===== src/rtl/cam_frame_capture.sv =====
// cam_frame_capture: OV7670 DVP capture front end feeding a frame-buffer
// SPRAM write port. Keeps one byte per two-byte pixel, generates
// line-aligned addresses and freezes the buffer after each complete frame
// until the SPI host has finished a read (ssel low then high again).
module cam_frame_capture #(
  parameter int H_BYTES  = 640,
  parameter int V_LINES  = 240,
  parameter int BYTE_SEL = 0,
  parameter int ADDR_W   = 17
) (
  input  logic              pclk,
  input  logic              reset_n,
  input  logic              vsync,
  input  logic              href,
  input  logic [7:0]        pdata,
  input  logic              ssel,
  output logic              wr_en,
  output logic [ADDR_W-1:0] wr_addr,
  output logic [7:0]        wr_data,
  output logic              frame_done,
  output logic              frame_valid,
  output logic [7:0]        frame_cnt
);

  localparam int                LINE_W    = $clog2(V_LINES + 1);
  localparam logic [15:0]       H_MAX     = 16'(H_BYTES);
  localparam logic [LINE_W-1:0] V_MAX     = LINE_W'(V_LINES);
  localparam logic [ADDR_W-1:0] LINE_STEP = ADDR_W'(H_BYTES / 2);
  localparam logic              SEL       = 1'(BYTE_SEL);

  typedef enum logic [1:0] {WAIT_VS, ARM, CAPTURE, HOLD} state_t;

  state_t state, state_nx;

  logic              q_vsync, q_vsync_d, q_href, q_href_d;
  logic [7:0]        q_pdata;
  logic              ssel_m, ssel_s;
  logic [15:0]       bcnt;
  logic [LINE_W-1:0] line;
  logic [ADDR_W-1:0] line_base;
  logic              ssel_seen;

  logic vs_rise, vs_fall, href_fall;
  logic wr_go, frame_end, release_hold;

  assign vs_rise   =  q_vsync & ~q_vsync_d;
  assign vs_fall   = ~q_vsync &  q_vsync_d;
  assign href_fall = ~q_href  &  q_href_d;

  // Register camera inputs once, delayed copies for edge detect, 2-flop ssel sync.
  always_ff @(posedge pclk or negedge reset_n) begin
    if (!reset_n) begin
      q_vsync   <= 1'b0;
      q_vsync_d <= 1'b0;
      q_href    <= 1'b0;
      q_href_d  <= 1'b0;
      q_pdata   <= 8'h00;
      ssel_m    <= 1'b1;
      ssel_s    <= 1'b1;
    end else begin
      q_vsync   <= vsync;
      q_vsync_d <= q_vsync;
      q_href    <= href;
      q_href_d  <= q_href;
      q_pdata   <= pdata;
      ssel_m    <= ssel;
      ssel_s    <= ssel_m;
    end
  end

  // State register.
  always_ff @(posedge pclk or negedge reset_n) begin
    if (!reset_n) state <= WAIT_VS;
    else          state <= state_nx;
  end

  // Next state plus per-cycle write / frame-complete / release decisions.
  always_comb begin
    state_nx     = state;
    wr_go        = 1'b0;
    frame_end    = 1'b0;
    release_hold = 1'b0;
    case (state)
      WAIT_VS: if (vs_rise && ssel_s) state_nx = ARM;
      ARM:     if (vs_fall) state_nx = CAPTURE;
      CAPTURE: begin
        wr_go = q_href && (bcnt < H_MAX) && (bcnt[0] == SEL) && (line < V_MAX);
        if (!ssel_s) begin
          // Host began reading mid-capture: drop this frame quietly.
          state_nx = WAIT_VS;
        end else if (vs_rise) begin
          state_nx  = HOLD;
          frame_end = 1'b1;
        end
      end
      HOLD: begin
        // A vsync edge coinciding with release is deliberately ignored.
        if (ssel_seen && ssel_s) begin
          state_nx     = WAIT_VS;
          release_hold = 1'b1;
        end
      end
      default: state_nx = WAIT_VS;
    endcase
  end

  // Byte/line counters; line_base stops advancing once past the last kept line.
  always_ff @(posedge pclk or negedge reset_n) begin
    if (!reset_n) begin
      bcnt      <= '0;
      line      <= '0;
      line_base <= '0;
      ssel_seen <= 1'b0;
    end else begin
      if (!q_href)              bcnt <= '0;
      else if (bcnt != H_MAX)   bcnt <= bcnt + 16'd1;

      if (state == ARM) begin
        line      <= '0;
        line_base <= '0;
      end else if (state == CAPTURE && href_fall && line != V_MAX) begin
        line      <= line + 1'b1;
        line_base <= line_base + LINE_STEP;
      end

      if (state != HOLD)  ssel_seen <= 1'b0;
      else if (!ssel_s)   ssel_seen <= 1'b1;
    end
  end

  // Registered write port and frame status.
  always_ff @(posedge pclk or negedge reset_n) begin
    if (!reset_n) begin
      wr_en       <= 1'b0;
      wr_addr     <= '0;
      wr_data     <= 8'h00;
      frame_done  <= 1'b0;
      frame_valid <= 1'b0;
      frame_cnt   <= 8'h00;
    end else begin
      wr_en      <= wr_go;
      frame_done <= frame_end;
      if (wr_go) begin
        wr_addr <= line_base + ADDR_W'(bcnt >> 1);
        wr_data <= q_pdata;
      end
      if (frame_end) begin
        frame_valid <= 1'b1;
        frame_cnt   <= frame_cnt + 8'd1;
      end else if (release_hold) begin
        frame_valid <= 1'b0;
      end
    end
  end

endmodule


===== config.mk =====
export PLATFORM = sky130hd
export DESIGN_NAME = cam_frame_capture
export DESIGN_NICKNAME = d
export VERILOG_FILES = /design/src/rtl/cam_frame_capture.sv
export SDC_FILE = /design/constraint.sdc
export NUM_CORES = 1
export LEC_CHECK = 0
export BUFFER_PORTS_ARGS = -buffer_cell sky130_fd_sc_hd__buf_4
export CORE_MARGIN = 2
export CORE_UTILIZATION = 35
export DETAILED_ROUTE_END_ITERATION = 16
export PLACE_DENSITY = 0.58
export SLEW_MARGIN = 20
export SYNTH_ARGS = -nofsm -noshare
export SYNTH_HDL_FRONTEND = slang
export SYNTH_SLANG_ARGS = --single-unit

===== constraint.sdc =====
create_clock -name pclk -period 3.8 [get_ports pclk]
set_input_delay 0.57 -clock pclk [delete_from_list [all_inputs] [get_ports pclk]]
set_output_delay 0.57 -clock pclk [all_outputs]
set_load 0.05 [all_outputs]

After elaboration in Yosys (flattened, before gate mapping)
Index checks and enable logic that the tools add are counted.
{"block": "word_totals", "out_inout_bits": 36, "elab_cells": 77, "reg_bits": 94, "inputBits": 13}
{"block": "classes", "n_bitwise": 7, "addsub": 5, "order_cmp": 2, "eq_ne": 12, "n_mux": 22, "reduce_logical": 11}
{"cell": "$mux 17", "count": 2}
{"cell": "$mux 16", "count": 2}
{"cell": "$add 17x15->17", "count": 1}
{"cell": "$add 17x9->17 const B", "count": 1}
{"cell": "$add 16x1->16 const B", "count": 1}
{"cell": "$add 8x1->8 const B", "count": 2}
{"cell": "$lt 16x10->1 const B", "count": 1}
{"cell": "$mux 8", "count": 2}
{"cell": "$ne 16x10->1 const B", "count": 1}
{"cell": "$mux 1", "count": 10}
{"cell": "$mux 2", "count": 5}
{"cell": "$lt 8x8->1 const B", "count": 1}
{"cell": "$ne 2x2->1 const B", "count": 4}
{"cell": "$ne 8x8->1 const B", "count": 1}
{"cell": "$pmux 2 s4", "count": 1}
{"cell": "$logic_and 1x1->1", "count": 7}
{"cell": "$eq 2x2->1 const B", "count": 2}
{"cell": "$ne 2x1->1 const B", "count": 2}
{"cell": "$not 1->1", "count": 4}
{"cell": "$reduce_and 4->1", "count": 1}
{"cell": "$reduce_bool 2->1", "count": 2}
{"cell": "$and 1x1->1", "count": 3}
{"cell": "$ne 3x3->1 const B", "count": 1}
{"cell": "$eq 2x1->1 const B", "count": 1}
{"cell": "$logic_not 2->1", "count": 1}

Depth between registers and ports, before layout
{"block": "depth", "depth_word": 6, "depth_mapped": 8}

Least setup slack after synthesis
OpenSTA, ideal clock, no wires.
{"block": "synth_timing", "kind": "register to register", "start": "register bcnt[8]", "end": "register wr_addr[14]", "t_arrival_ps": 1805, "period_less_slack_ps": 1931, "required_time_ps": 3674, "n_path_buf": 0, "slack_ps": 1869, "setup_time_ps": 126, "path_stages_with_launch": 7, "cell_sequence": "dfrtp_1 ha_1 a21o_1 o21bai_2 a31oi_1 o21ai_0 a221o_1"}
{"block": "synth_via", "elab_chain_len": 5, "word_cells_on_any_way": 6, "cone_classes": "add/sub (1); order compare (1); mux (1); reduce/logical (3)"}
{"element": "start: declaration", "line": "38", "source": "logic [15:0] bcnt;"}
{"element": "start signal: assignment", "line": "116", "source": "else if (bcnt != H_MAX) bcnt <= bcnt + 16'd1;"}
{"element": "$lt 16x10->1", "line": "87", "source": "wr_go = q_href && (bcnt < H_MAX) && (bcnt[0] == SEL) && (line < V_MAX);"}
{"element": "$logic_and 1x1->1 (3 in series)", "line": "87"}
{"element": "$mux 1", "line": "83", "source": "case (state)"}
{"element": "end signal: assignment", "line": "144", "source": "wr_addr <= line_base + ADDR_W'(bcnt >> 1);"}
{"element": "end: declaration", "line": "18", "source": "output logic [ADDR_W-1:0] wr_addr,"}
Parallel ways exist; a longest one is shown, timed or not.
A chain may end at the register's enable or synchronous reset.

Worst setup path after layout
{"block": "layout_timing", "start": "register bcnt[11]", "end": "register wr_addr[14]"}
The elaborated chain is that of the path after synthesis.

==> run_results.csv <==
group,metric,value,unit
status,status,"finished clean",
place,place_area,4580,um^2
clocking,holdBufCountCts,0,
clocking,clock_sinks,88,
floorplanning,die_x,112,um
yosys,syn_avg_cell_area,10.3,um^2
clocking,clk_latency,0.33,ns
yosys,yosysWarnings,0,
setup_path,cp.required,4.08,ns
yosys,synth-edff-count,0,
yosys,syn-cell-area,4080,um^2
setup_path,critPathMaxFanout,38,
timing,fin_tns_setup,0,ns
floorplanning,start_util,35.7,%
routing,wl,8100,um
floorplanning,die_h,112,um
grt,grt_busiest_layer,"met2",
clocking,root_buffer,"clkbuf_16",
grt,grt_use_met3,5.06,%
grt,antenna_found_initial,0,
routing,wl_per_cell,13.6,um
setup_path,r2r-end,"wr_addr[14]",
timing,drv_slew,0,
clocking,post_cts.repair.setup_buffers,0,
grt,globalRouteOverflowTotal,0,
grt,grt_pass1_wl,14200,um
setup_path,cp.arrival,2.56,ns
setup_path,crit_chain,"nor4_1, nand2_1, or2_1, buf_4, inv_1, o2111a_1, a221o_1",
floorplanning,rows,39,
finish,drive_above_1_share,15.5,%
setup_path,crit-reg2reg-launch,"bcnt[11]",
flow_run,drv_cap,0,
clocking,htreeDepth,3,
setup_path,path_class,"register to register",
grt,grt_pass1_vias,2881,
floorplanning,core-area,11400,um^2
yosys,synth_top_area_share,52.7,%
power,internal_power,0.00164,W
power,clockPowerShare,31.9,%
power,switching_share,33.5,%
power,p_leak,2.39,nW
timing,slew_headroom,41.4,%
routing,drt_iter0_drc,113,
timing,skew,0.00493,ns
finish,insertedDiodeCount,0,
routing,ant_nets,0,
yosys,syn_nets,425,
floorplanning,die_area,12500,um^2
finish,fill_cells,1100,
routing,vias_per_cell,4.90,
place,port_buffers,48,
yosys,synth_top_area_cell,"dfrtp_1",
power,p_seq_share,44.8,%
hold_path,min_to,"ssel_m",
timing,rsz0062_at_grt,"no",
clocking,cts_buffers,9,
clocking,clkTransAtPathRegs,0.06,ns
hold_path,min_path_type,"primary input to register",
routing,post-route-drc-count,0,
grt,grtUsageTotal,13.9,%
setup_path,critPathBufInv,2,
setup_path,rrSetupSlack,1.52,ns
place,dp_hpwl,5600,um
grt,grt_max_degree,71,
yosys,seq_area_frac_synth,54.0,%
yosys,netlist_instances,397,
floorplanning,io_pins,49,
timing,hold_violations,0,
setup_path,cp-end-kind,"register",
timing,period_needed,2.28,ns
place,gp_congestion,0.863,
yosys,ys_types,45,
routing,vias,2910,
hold_path,min_from,"ssel",
power,switching_power,0.000829,W
timing,worst_slew_pin_slew,0.879,ns
hold_path,min_path_cells,1,
setup_path,critPathTopFamily,"simple AND/OR/NAND/NOR gates",
setup_path,crit_slowest_cell,"dfrtp_1",
setup_path,startpoint,"bcnt[11]",
yosys,async_flop_share,100,%
power,peakVddDrop,0.426,mV
routing,firstDrtPassIters,4,
yosys,ys.flop_type,"dfrtp_1",
clocking,cts.repair.resized,0,
grt,use_met2,20.2,%
power,power_density,511,nW/um^2
timing,setup_viol,0,
setup_path,max_stage_delay,0.44,ns
clocking,cts_tree,"built",
timing,finalCritPeriodShare,60.0,%
setup_path,cp-start-kind,"register",
finish,final_area,4840,um^2
timing,max_freq,0.438,GHz
grt,grt.met1_usage,19.9,%
yosys,ys_ff_latch,88,
power,comb_power_share,23.3,%
clocking,cts_buffer_depth,2,
setup_path,reg2reg_depth,7,
finish,nets,474,
yosys,ys_top_cells_by_area,"dfrtp_1, nand2_1, xnor2_1, ha_1, xor2_1",
finish,synthToLayoutAreaGrowth,18.5,%
[cell families after synthesis]
kind of cell	Yosys count	share of synthesized area [%]
mux	2	0.521
flops	88	54.0
simple gates	168	20.3
fa+ha+maj	15	4.60
buf+inv	21	2.36
compound gates	59	8.89
xor+xnor	43	9.23
other cells	1	0.0919
[worst reg2reg max path, stage by stage, from the launching register on]
cell and delay [ns]:
dfrtp_1 0.44, nor4_1 0.41, nand2_1 0.14, or2_1 0.24, buf_4 0.24, inv_1 0.39
o2111a_1 0.27, a221o_1 0.10
[registers in the layout, indices dropped and copies added (netlist names)]
register / cells
q_vsync_d: 1
ssel_s: 1
frame_done: 1
ssel_m: 1
q_href: 1
state: 2
wr_en: 1
q_pdata: 8
q_href_d: 1
line: 8
wr_addr: 17
frame_cnt: 8
ssel_seen: 1
line_base: 11
frame_valid: 1
wr_data: 8
q_vsync: 1
bcnt: 16
[synthesized netlist by cell type (2+ instances only)]
master / count
nor2b_1: 5
a21o_1: 5
nand2_1: 71
a31oi_1: 3
and4_1: 3
dfstp_2: 2
or3_1: 3
nand3_1: 10
ha_1: 15
buf_2: 8
a32oi_1: 2
a21oi_1: 11
a21boi_0: 2
dfrtp_1: 86
nand4_1: 11
and3_1: 14
nor3_1: 6
nor2_1: 26
and2_1: 9
xnor2_1: 24
clkbuf_1: 4
xor2_1: 19
o31ai_1: 3
inv_1: 8
o21a_1: 3
o21ai_0: 25
[power by group through the flow]
stage / clock [W] / sequential, W / combinational, W
4_1_cts: 0.000813 / 0.00111 / 0.000583
6_report: 0.000790 / 0.00111 / 0.000575
3_5_place_dp: 0 / 0.00113 / 0.000581
3_3_place_gp: 0 / 0.00112 / 0.000575
2_1_floorplan: 0 / 0.00140 / 0.0000979
5_1_grt: 0.000856 / 0.00112 / 0.000611
[cells in the final DEF, fill, tap and decap left out, types with 2 or more instances in the layout]
master      count
dfrtp_1        86
nand2_1        71
buf_4          51
nor2_1         26
o21ai_0        25
xnor2_1        24
xor2_1         19
ha_1           15
and3_1         14
nand4_1        11
a21oi_1        11
nand3_1        10
and2_1          9
clkbuf_16       9
inv_1           8
nor3_1          6
nor2b_1         5
a21o_1          5
clkbuf_1        4
o21a_1          3
or3_1           3
o31ai_1         3
and4_1          3
a31oi_1         3
a21boi_0        2
a32oi_1         2
clkinvlp_4      2
dfstp_2         2
[how the worst max path moves through the flow]
stage | end | slack [ns] | depth (start not counted)
2_1_floorplan | wr_addr[14] | 1.87 | 6
3_5_place_dp | wr_addr[14] | 1.53 | 7
4_1_cts | wr_addr[14] | 1.49 | 7
6_report | wr_addr[14] | 1.52 | 7
3_3_place_gp | wr_addr[14] | 1.60 | 7
5_1_grt | wr_addr[14] | 1.36 | 7
[routing by layer]
| metal | share of wire (%) | routed length [um] |
|---|---|---|
| met1 | 50 | 4050 |
| met5 | 0 | 0 |
| met3 | 5.6 | 451 |
| met2 | 43 | 3490 |
| met4 | 1.3 | 102 |
[final cells by class]
type / instances / area [um^2] / area share [%]
clock buffer: 13 / 240 / 4.97
clock inverter: 3 / 20.0 / 0.414
inverter: 8 / 30.0 / 0.621
multi-input combinational: 288 / 1780 / 36.8
sequential: 88 / 2200 / 45.6
tap: 143 / 179 / 3.70
timing repair buffer: 51 / 383 / 7.92
[per-stage QoR]
stage	instances	hold slack [ns]	setup slack [ns]	power, W	utilization [%]
3_5_place_dp	578	0.349	1.53	0.00171	40.1
5_1_grt	594	0.323	1.36	0.00259	42.4
3_3_place_gp	578	0.347	1.60	0.00170	40.1
6_report	594	0.339	1.52	0.00247	42.4
4_1_cts	594	0.330	1.49	0.00250	42.4
2_1_floorplan	397	0.274	1.87	0.00150	-
Note: power is estimated with default switching activity, not from simulation.
